<file path="src/rtl/pcie_lite_requester.sv">
// pcie_lite_requester
//
// Requester end of the pcie_lite TLP/completion interface. User read/write commands become
// single-DW MRd/MWr TLPs held in a one-entry TLP register. Reads allocate the lowest free tag,
// and a per-tag 16-bit timer starts once the MRd has been handed to the endpoint. Returning
// CplD completions are matched against busy tags and forwarded through a one-entry response
// register. A tag whose timer runs out is reported locally with status TIMEOUT (3'b100).
// Completions that match no busy tag are dropped and counted.
//
// Ports
//   clk_i, rst_i              clock and synchronous active-high reset
//   link_up_i                 link status; new commands are accepted only while high
//   req_*                     user command channel (valid/ready, write flag, addr, wdata)
//   tlp_*                     TLP channel to the endpoint (valid/ready, type, addr, data,
//                             tag, length)
//   cpl_*                     completion channel from the endpoint (valid/ready, status,
//                             data, tag)
//   rsp_*                     read response channel to the user (valid/ready, tag, data,
//                             status)
//   outstanding_o             number of busy tags
//   err_unexp_cpl_o           one-cycle pulse when an unexpected completion is dropped
//   unexp_cnt_o               saturating count of unexpected completions

module pcie_lite_requester #(
  parameter int unsigned NUM_TAGS    = 4,
  parameter int unsigned CPL_TIMEOUT = 1024
) (
  input  logic        clk_i,
  input  logic        rst_i,
  input  logic        link_up_i,
  // user command
  input  logic        req_valid_i,
  output logic        req_ready_o,
  input  logic        req_write_i,
  input  logic [31:0] req_addr_i,
  input  logic [31:0] req_wdata_i,
  // TLP to endpoint
  output logic        tlp_valid_o,
  input  logic        tlp_ready_i,
  output logic [2:0]  tlp_type_o,
  output logic [31:0] tlp_address_o,
  output logic [31:0] tlp_data_o,
  output logic [7:0]  tlp_tag_o,
  output logic [9:0]  tlp_length_o,
  // completion from endpoint
  input  logic        cpl_valid_i,
  output logic        cpl_ready_o,
  input  logic [2:0]  cpl_status_i,
  input  logic [31:0] cpl_data_i,
  input  logic [7:0]  cpl_tag_i,
  // response to user
  output logic        rsp_valid_o,
  input  logic        rsp_ready_i,
  output logic [7:0]  rsp_tag_o,
  output logic [31:0] rsp_data_o,
  output logic [2:0]  rsp_status_o,
  // accounting
  output logic [4:0]  outstanding_o,
  output logic        err_unexp_cpl_o,
  output logic [7:0]  unexp_cnt_o
);

  localparam int unsigned TagW       = (NUM_TAGS > 1) ? $clog2(NUM_TAGS) : 1;
  localparam logic [15:0] TimeoutVal = 16'(CPL_TIMEOUT);
  localparam logic [2:0]  TypeMrd    = 3'b000;
  localparam logic [2:0]  TypeMwr    = 3'b001;
  localparam logic [2:0]  StTimeout  = 3'b100;

  // ---------------------------------------------------------------------------------------
  // State
  // ---------------------------------------------------------------------------------------
  // Tag table
  logic [NUM_TAGS-1:0] busy_q, busy_d;
  logic [NUM_TAGS-1:0] sent_q, sent_d;   // MRd for this tag has left the TLP register
  logic [15:0]         timer_q [NUM_TAGS];
  logic [15:0]         timer_d [NUM_TAGS];

  // TLP register
  logic        tlp_valid_q, tlp_valid_d;
  logic [2:0]  tlp_type_q, tlp_type_d;
  logic [31:0] tlp_addr_q, tlp_addr_d;
  logic [31:0] tlp_data_q, tlp_data_d;
  logic [7:0]  tlp_tag_q, tlp_tag_d;
  logic [9:0]  tlp_len_q, tlp_len_d;

  // Response register
  logic        rsp_valid_q, rsp_valid_d;
  logic [7:0]  rsp_tag_q, rsp_tag_d;
  logic [31:0] rsp_data_q, rsp_data_d;
  logic [2:0]  rsp_status_q, rsp_status_d;

  // Accounting
  logic [4:0]  outstanding_q, outstanding_d;
  logic        err_q, err_d;
  logic [7:0]  unexp_cnt_q, unexp_cnt_d;

  // ---------------------------------------------------------------------------------------
  // Decode
  // ---------------------------------------------------------------------------------------
  logic            free_any;
  logic [TagW-1:0] free_idx;
  logic            exp_any;
  logic [TagW-1:0] exp_idx;
  logic            cpl_hit;
  logic [TagW-1:0] cpl_idx;
  logic            req_acc;
  logic            tlp_hs;
  logic            cpl_rdy;
  logic            cpl_acc;
  logic            timeout_fire;
  logic            alloc;
  logic            release_en;
  logic [TagW-1:0] release_idx;

  // Lowest free tag, lowest expired tag, and completion tag lookup.
  always_comb begin
    free_any = 1'b0;
    free_idx = '0;
    exp_any  = 1'b0;
    exp_idx  = '0;
    cpl_hit  = 1'b0;
    cpl_idx  = '0;
    // Scanning downward leaves the lowest matching index in the result.
    for (int i = int'(NUM_TAGS) - 1; i >= 0; i--) begin
      if (!busy_q[i]) begin
        free_any = 1'b1;
        free_idx = TagW'(i);
      end
      if (busy_q[i] && (timer_q[i] == 16'd0)) begin
        exp_any = 1'b1;
        exp_idx = TagW'(i);
      end
      // Tags at or above NUM_TAGS never match, so they fall through as unexpected.
      if (busy_q[i] && (cpl_tag_i == 8'(i))) begin
        cpl_hit = 1'b1;
        cpl_idx = TagW'(i);
      end
    end
  end

  always_comb begin
    req_ready_o  = link_up_i && !tlp_valid_q && (req_write_i || free_any);
    req_acc      = req_valid_i && req_ready_o;
    alloc        = req_acc && !req_write_i;
    tlp_hs       = tlp_valid_q && tlp_ready_i;
    cpl_rdy      = !rsp_valid_q || rsp_ready_i;
    cpl_acc      = cpl_valid_i && cpl_rdy;
    // A timeout only reports in a cycle with no completion accepted, so completions win.
    timeout_fire = cpl_rdy && !cpl_acc && exp_any;
    release_en   = (cpl_acc && cpl_hit) || timeout_fire;
    release_idx  = (cpl_acc && cpl_hit) ? cpl_idx : exp_idx;
  end

  // ---------------------------------------------------------------------------------------
  // Next state
  // ---------------------------------------------------------------------------------------
  always_comb begin
    busy_d  = busy_q;
    sent_d  = sent_q;
    timer_d = timer_q;

    // Timers hold until the MRd has been handed off, then count down to zero.
    for (int i = 0; i < int'(NUM_TAGS); i++) begin
      if (busy_q[i] && sent_q[i] && (timer_q[i] != 16'd0)) begin
        timer_d[i] = timer_q[i] - 16'd1;
      end
    end

    if (tlp_hs && (tlp_type_q == TypeMrd)) begin
      sent_d[tlp_tag_q[TagW-1:0]] = 1'b1;
    end

    if (release_en) begin
      busy_d[release_idx] = 1'b0;
      sent_d[release_idx] = 1'b0;
    end

    // Allocation only picks a tag that is not busy, so it never collides with release.
    if (alloc) begin
      busy_d[free_idx]  = 1'b1;
      sent_d[free_idx]  = 1'b0;
      timer_d[free_idx] = TimeoutVal;
    end
  end

  always_comb begin
    tlp_valid_d = tlp_valid_q;
    tlp_type_d  = tlp_type_q;
    tlp_addr_d  = tlp_addr_q;
    tlp_data_d  = tlp_data_q;
    tlp_tag_d   = tlp_tag_q;
    tlp_len_d   = tlp_len_q;
    if (req_acc) begin
      tlp_valid_d = 1'b1;
      tlp_type_d  = req_write_i ? TypeMwr : TypeMrd;
      tlp_addr_d  = req_addr_i;
      tlp_data_d  = req_write_i ? req_wdata_i : 32'd0;
      tlp_tag_d   = req_write_i ? 8'd0 : 8'(free_idx);
      tlp_len_d   = 10'd1;
    end else if (tlp_hs) begin
      tlp_valid_d = 1'b0;
    end
  end

  always_comb begin
    rsp_valid_d  = rsp_valid_q;
    rsp_tag_d    = rsp_tag_q;
    rsp_data_d   = rsp_data_q;
    rsp_status_d = rsp_status_q;
    if (cpl_acc && cpl_hit) begin
      rsp_valid_d  = 1'b1;
      rsp_tag_d    = cpl_tag_i;
      rsp_data_d   = cpl_data_i;
      rsp_status_d = cpl_status_i;
    end else if (timeout_fire) begin
      rsp_valid_d  = 1'b1;
      rsp_tag_d    = 8'(exp_idx);
      rsp_data_d   = 32'd0;
      rsp_status_d = StTimeout;
    end else if (rsp_ready_i) begin
      rsp_valid_d = 1'b0;
    end
  end

  always_comb begin
    outstanding_d = outstanding_q + {4'd0, alloc} - {4'd0, release_en};
    err_d         = cpl_acc && !cpl_hit;
    unexp_cnt_d   = unexp_cnt_q;
    if (err_d && (unexp_cnt_q != 8'hFF)) begin
      unexp_cnt_d = unexp_cnt_q + 8'd1;
    end
  end

  // ---------------------------------------------------------------------------------------
  // Registers
  // ---------------------------------------------------------------------------------------
  always_ff @(posedge clk_i) begin
    if (rst_i) begin
      busy_q        <= '0;
      sent_q        <= '0;
      timer_q       <= '{default: '0};
      tlp_valid_q   <= 1'b0;
      tlp_type_q    <= '0;
      tlp_addr_q    <= '0;
      tlp_data_q    <= '0;
      tlp_tag_q     <= '0;
      tlp_len_q     <= '0;
      rsp_valid_q   <= 1'b0;
      rsp_tag_q     <= '0;
      rsp_data_q    <= '0;
      rsp_status_q  <= '0;
      outstanding_q <= '0;
      err_q         <= 1'b0;
      unexp_cnt_q   <= '0;
    end else begin
      busy_q        <= busy_d;
      sent_q        <= sent_d;
      timer_q       <= timer_d;
      tlp_valid_q   <= tlp_valid_d;
      tlp_type_q    <= tlp_type_d;
      tlp_addr_q    <= tlp_addr_d;
      tlp_data_q    <= tlp_data_d;
      tlp_tag_q     <= tlp_tag_d;
      tlp_len_q     <= tlp_len_d;
      rsp_valid_q   <= rsp_valid_d;
      rsp_tag_q     <= rsp_tag_d;
      rsp_data_q    <= rsp_data_d;
      rsp_status_q  <= rsp_status_d;
      outstanding_q <= outstanding_d;
      err_q         <= err_d;
      unexp_cnt_q   <= unexp_cnt_d;
    end
  end

  // ---------------------------------------------------------------------------------------
  // Outputs
  // ---------------------------------------------------------------------------------------
  assign tlp_valid_o     = tlp_valid_q;
  assign tlp_type_o      = tlp_type_q;
  assign tlp_address_o   = tlp_addr_q;
  assign tlp_data_o      = tlp_data_q;
  assign tlp_tag_o       = tlp_tag_q;
  assign tlp_length_o    = tlp_len_q;
  assign cpl_ready_o     = cpl_rdy;
  assign rsp_valid_o     = rsp_valid_q;
  assign rsp_tag_o       = rsp_tag_q;
  assign rsp_data_o      = rsp_data_q;
  assign rsp_status_o    = rsp_status_q;
  assign outstanding_o   = outstanding_q;
  assign err_unexp_cpl_o = err_q;
  assign unexp_cnt_o     = unexp_cnt_q;

endmodule

</file>
<file path="config.mk">
export PLATFORM = sky130hd
export DESIGN_NAME = pcie_lite_requester
export DESIGN_NICKNAME = d
export VERILOG_FILES = /design/src/rtl/pcie_lite_requester.sv
export SDC_FILE = /design/constraint.sdc
export NUM_CORES = 1
export LEC_CHECK = 0
export CORE_UTILIZATION = 47
export CTS_CLUSTER_DIAMETER = 120
export DETAILED_ROUTE_END_ITERATION = 6
export GPL_TIMING_DRIVEN = 1
export HOLD_SLACK_MARGIN = 0.1
export MAX_ROUTING_LAYER = met4
export PLACE_DENSITY = 0.79
export SYNTH_ARGS = -nofsm -noshare
export SYNTH_HDL_FRONTEND = slang
export SYNTH_SLANG_ARGS = --single-unit
</file>
<file path="constraint.sdc">
create_clock -name clk_i -period 4.77 [get_ports clk_i]
set_input_delay 0.954 -clock clk_i [delete_from_list [all_inputs] [get_ports clk_i]]
set_output_delay 0.954 -clock clk_i [all_outputs]
set_load 0.1 [all_outputs]
</file>
# After elaboration in Yosys (flattened, before gate mapping)
# Cells that the tools add are included.
[totals] regBits=207 latch_bits=0 ramBits=0 out_inout_bits=146 romBits=0 word_cells=159 n_memories=0
[classes] eq_ne=4 reduce_logical=53 n_mul=0 n_addsub=7 bitwise_logic=11 n_mux=57 order_cmp=8 n_div=0 n_shift=0
[op_table] operator="$mux W32" count=3
[op_table] operator="$mux W16" count=5
[op_table] operator="$logic_not A16 Y1" count=4
[op_table] operator="$mux W64" count=1
[op_table] operator="$reduce_bool A16 Y1" count=4
[op_table] operator="$sub A16 B1 Y16 const B" count=4
[op_table] operator="$and A60 B60 Y60" count=1
[op_table] operator="$not A60 Y60" count=1
[op_table] operator="$demux W16 S2" count=1
[op_table] operator="$logic_and A1 B1 Y1" count=32
[op_table] operator="$mux W2" count=14
[op_table] operator="$mux W1" count=21
[op_table] operator="$mux W4" count=5
[op_table] operator="$eq A8 B2 Y1 const B" count=2
[op_table] operator="$mux W8" count=2
[op_table] operator="$and A4 B4 Y4" count=3
[op_table] operator="$or A4 B4 Y4" count=3
[op_table] operator="$lt A2 B3 Y1 const B" count=3
[op_table] operator="$add A8 B1 Y8 const B" count=1
[op_table] operator="$eq A8 B1 Y1 const B" count=1
[op_table] operator="$logic_not A8 Y1" count=1
[op_table] operator="$ne A8 B8 Y1 const B" count=1
[op_table] operator="$not A4 Y4" count=2
[op_table] operator="$demux W1 S2" count=3
[op_table] operator="12 further kinds" count=22

# Depth between registers and ports, before layout
[logic_depth] word_depth=17 mapped_depth=17 depth_no_buf=15

# Worst setup path after synthesis
# Ideal clock, no wire load.
[synth_timing] kind="input port to output port" startpoint="in req_write_i" endpoint="out req_ready_o" required_time_ns=3.816 stages=4 path_slack_ns=0.180 n_path_buf=1 arrival_ns=3.636 cell_sequence="clkbuf_1 nand3b_1 nor2_1 nor3b_1"
[synth_between] elab_chain_len=2
[synth_lines] item="start: declaration" line="34" rtl="input logic req_write_i,"
[synth_lines] item="$logic_or A1 B1 Y1" line="142" rtl="req_ready_o = link_up_i && !tlp_valid_q && (req_write_i || free_any);"
[synth_lines] item="$logic_and A1 B1 Y1" line="142"
[synth_lines] item="end: declaration" line="33" rtl="output logic req_ready_o,"
# No other way between the ends.

# Worst setup path in the final report
[layout_timing] startpoint="reg timer_q[18] (netlist bit)" endpoint="reg outstanding_q[4], in the netlist outstanding_o[4]"
[layout_between] elab_chain_len=8
[layout_lines] item="start: declaration" line="75" rtl="logic [15:0] timer_q [NUM_TAGS];"
[layout_lines] item="start signal: assignment" line="258" rtl="timer_q <= timer_d;"
[layout_lines] item="$logic_not A16 Y1" line="129" rtl="if (busy_q[i] && (timer_q[i] == 16'd0)) begin"
[layout_lines] item="$logic_and A1 B1 Y1" line="129"
[layout_lines] item="$mux W1 (3 in series)" line="129"
[layout_lines] item="$logic_and A1 B1 Y1" line="149" rtl="timeout_fire = cpl_rdy && !cpl_acc && exp_any;"
[layout_lines] item="$logic_or A1 B1 Y1" line="150" rtl="release_en = (cpl_acc && cpl_hit) || timeout_fire;"
[layout_lines] item="via release_en" line="112" rtl="logic release_en;"
[layout_lines] item="$sub A5 B1 Y5" line="226" rtl="outstanding_d = outstanding_q + {4'd0, alloc} - {4'd0, release_en};"
[layout_lines] item="end signal: assignment" line="269" rtl="outstanding_q <= outstanding_d;"
[layout_lines] item="end: declaration" line="93" rtl="logic [4:0] outstanding_q, outstanding_d;"
# The timed path passes the listed nets, and every way through them passes these cells.
# A chain may end at the register's enable or synchronous reset.

==> key figures <==
Routing
  – Drt drc: 0
  – Post-Route WL: 22250 µm
  – DRT antenna net count: 0
  – Drt first-iter violations: 364
  – Drt pass-1 iters: 5
  – Vias/cell: 5.243
  – DR WL/cell: 15.51 µm
  – Via Count: 7524

Min path
  – Hold Path Class: reg2reg

STA
  – RSZ-0062 raised after global routing: no
  – Tmin final: 3876 ps
  – Slew Limit Headroom: 28.79%
  – Final setup TNS: 0 ps
  – Slew Limit Fails: 0
  – Fmax: 258.0 MHz
  – Hold Vio Cnt, Final: 0
  – Worst Skew: 17.53 ps
  – Hold_ws: 452.2 ps
  – Final period util: 81.25%
  – Setup-failing EPs final: 0
  – Worst slew pin tran: 1065 ps

Yosys
  – Netlist cell types: 60
  – Multiplexer area fraction after synthesis: 0.6245%
  – Yosys top cell area share: 47.35%
  – Main combinational cell family by area after synthesis: simple AND/OR/NAND/NOR gates
  – Flop and latch count out of synthesis: 199
  – Post-synth EDFFs: 0
  – Mean Syn Cell Area: 8.542 µm²
  – Register area share after synthesis: 47.35%
  – Synth Area in Adders: 2.320%
  – Post-synthesis compound-gate area fraction: 12.54%
  – Primary FF master, synth: dfxtp_1
  – Synth Area in XOR/XNOR: 6.870%
  – Yosys Warn Count: 0
  – Post-synth ARST share: 0%
  – Top cells by area, synth: dfxtp_1 47%, nand2_1 6.6%, nor2_1 5.8%, a21oi_1 5.2%, xor2_1 3.9%
  – Cells after Synth: 985
  – Yosys top cell by area: dfxtp_1
  – Synthesized area: 8414 µm²
  – Simple-Gate Fraction of Synth Area: 25.03%

GRT
  – First-pass GRT wire length: 35390 µm
  – Maximum number of pins on one net before global-route repair: 79
  – Initial antenna violation count: 1
  – Total GRT Usage: 25.13%
  – Vias in the first global route: 7336
  – Total grt overflow: 0

CTS
  – Clk pin slew, worst setup/hold paths: 70 ps
  – CTS Sinks: 199
  – Total CTS buffers: 17
  – # Post-CTS Setup Buffers: 0
  – CTS Hold Buffers Added: 0
  – CTS HTree Levels: 4
  – TritonCTS clock tree: done
  – CTS Buffer Depth: 2
  – Root Buffer: clkbuf_16
  – Skew-Pair Late Insertion Delay: 440 ps
  – PostCTS Resize Cnt: 0

Setup path
  – Critical Path Fanout Max: 41
  – Worst Setup End Kind: flop
  – Crit path DAT: 4200 ps
  – CP startpoint kind: flop
  – CP delay by family, top: simple AND/OR/NAND/NOR gates
  – Kind of critical path: reg2reg
  – CP peak stage delay: 590 ps
  – CP Cell Sequence: nor4_1 -> nor4bb_1 -> o21bai_2 -> o21a_4 -> or2_2 -> ha_1 -> inv_1 -> ha_1 -> fa_1 -> a21o_1 -> a21oi_1 -> xnor2_1 -> nor2_1
  – Crit-path most repeated cell: ha_1
  – Worst Path Buf+Inv: 1
  – Req. time, crit path: 5090 ps
  – Slowest cell on crit path: nor4_1

Placement
  – Final Wtd Congestion: 0.7854
  – PortBufs: 243
  – # placed instances: 1402
  – Dpl hpwl: 15410 µm

Die
  – Die area: 18440 µm²
  – Standard-cell rows: 48
  – Chip Width: 135.8 µm
  – Height of the die: 135.8 µm
  – Starting Density: 48.31%
  – Top-level I/O count: 261
  – CORE AREA: 17420 µm²

Power
  – Overall Power: 3825 µW
  – Worst vdd ir: 278.3 µV
  – LEAKAGE: 0.004325 µW
  – PwrDens: 333.0 nW/µm²

Final layout
  – FF+latch area: 3984 µm²
  – Final non-filler cell total: 1435
  – Layout cells sized above 1: 5.955%
  – Layout Utilization: 65.96%
  – Area Growth Syn to Fin: 36.54%
  – Layout net count: 1326
  – Multi-input logic area: 4066 µm²
  – FILL cells: 1448

Run
  – # Max-Cap Violations: 0

Status
  – Status: finished, final reports clean
[cell usage in the layout, fill, tap and decap left out, types with 9 or more instances in the layout]
master / Yosys / final
a2bb2oi_1: 35 / 35
nand2b_1: 11 / 11
nand3_1: 40 / 40
nor4_1: 10 / 10
clkdlybuf4s50_1: 0 / 240
clkbuf_16: 0 / 17
nand4_1: 9 / 9
xor2_1: 37 / 37
nor3_1: 24 / 24
a21oi_1: 87 / 87
conb_1: 1 / 17
inv_1: 18 / 18
nand2_1: 149 / 149
a211oi_1: 10 / 10
dfxtp_1: 199 / 199
nor2_1: 129 / 128
xnor2_1: 29 / 29
or4_1: 11 / 11
buf_4: 20 / 10
or3_1: 10 / 10
ha_1: 14 / 14
[worst register-to-register path, stage by stage (launching register included)]
cell      delay (ps)
dfxtp_1          340
nor4_1           590
nor4bb_1         590
o21bai_2         260
o21a_4           470
or2_2            210
ha_1             120
inv_1             40
ha_1             190
fa_1             400
a21o_1           190
a21oi_1          170
xnor2_1          140
nor2_1            50
[final timing paths]
kind / from / to / slack, ps / cells after the start
max: timer_q[18]$_SDFF_PP0_ / outstanding_o[4]$_SDFF_PP0_ / 890 / 13
min: tlp_data_o[1]$_SDFFE_PP0N_ / tlp_data_o[1]$_SDFFE_PP0N_ / 450 / 2
max reg2reg: timer_q[18]$_SDFF_PP0_ / outstanding_o[4]$_SDFF_PP0_ / 890 / 13
min reg2reg: tlp_data_o[1]$_SDFFE_PP0N_ / tlp_data_o[1]$_SDFFE_PP0N_ / 450 / 2
[layer usage]
layer	vias to the layer above	global-route usage [%]	wire, µm
li1	3725	-	-
met5	-	-	0
met1	3550	29.85	9536
met4	0	9.426	458
met2	212	40.25	10850
met3	37	7.033	1408
[cell usage after synthesis, types with 11 or more instances]
library cell / count
a21oi_1: 87
or4_1: 11
dfxtp_1: 199
buf_4: 20
nand2_1: 149
xor2_1: 37
xnor2_1: 29
clkbuf_1: 44
nor3_1: 24
inv_1: 18
nand3_1: 40
nand2b_1: 11
nor2_1: 129
ha_1: 14
a2bb2oi_1: 35
[flip-flops by register name, summed over array words and instances (netlist names), 4 cells and up]
| register | flops |
|---|---|
| timer_q | 64 |
| rsp_data_o | 32 |
| tlp_address_o | 32 |
| tlp_data_o | 32 |
| rsp_tag_o | 8 |
| unexp_cnt_o | 8 |
| outstanding_o | 5 |
| busy_q | 4 |
| sent_q | 4 |
[kinds of logic after synthesis]
group / Yosys count
fa+ha+maj: 15
buf+inv: 94
simple gates: 445
flops: 199
compound gates: 161
mux: 4
other cells: 1
xor+xnor: 66
[power breakdown]
part / total (µW) / internal, µW / switching [µW]
Clock: 1410 / 709 / 697
Sequential: 1730 / 1700 / 26.4
Combinational: 694 / 211 / 483
[layout make-up]
class                   instances  share of cell area [%]
diodes                          1                 0.02178
clock buffers                  19                   3.855
clock inverters                13                   1.100
inverters                      18                  0.5881
multi-input cells             708                   35.40
flip-flops and latches        199                   34.68
well taps                     225                   2.450
repair buffers                252                   21.91
[through the flow]
step | cell area, µm² | setup slack, ps
6_report | 11490 | 894.2
5_1_grt | 11490 | 681.0
4_1_cts | 11490 | 881.4
3_5_place_dp | 10920 | 649.9
3_3_place_gp | 10920 | 666.3
2_1_floorplan | 8474 | 180.3
Power figures use the tool's default switching activity.
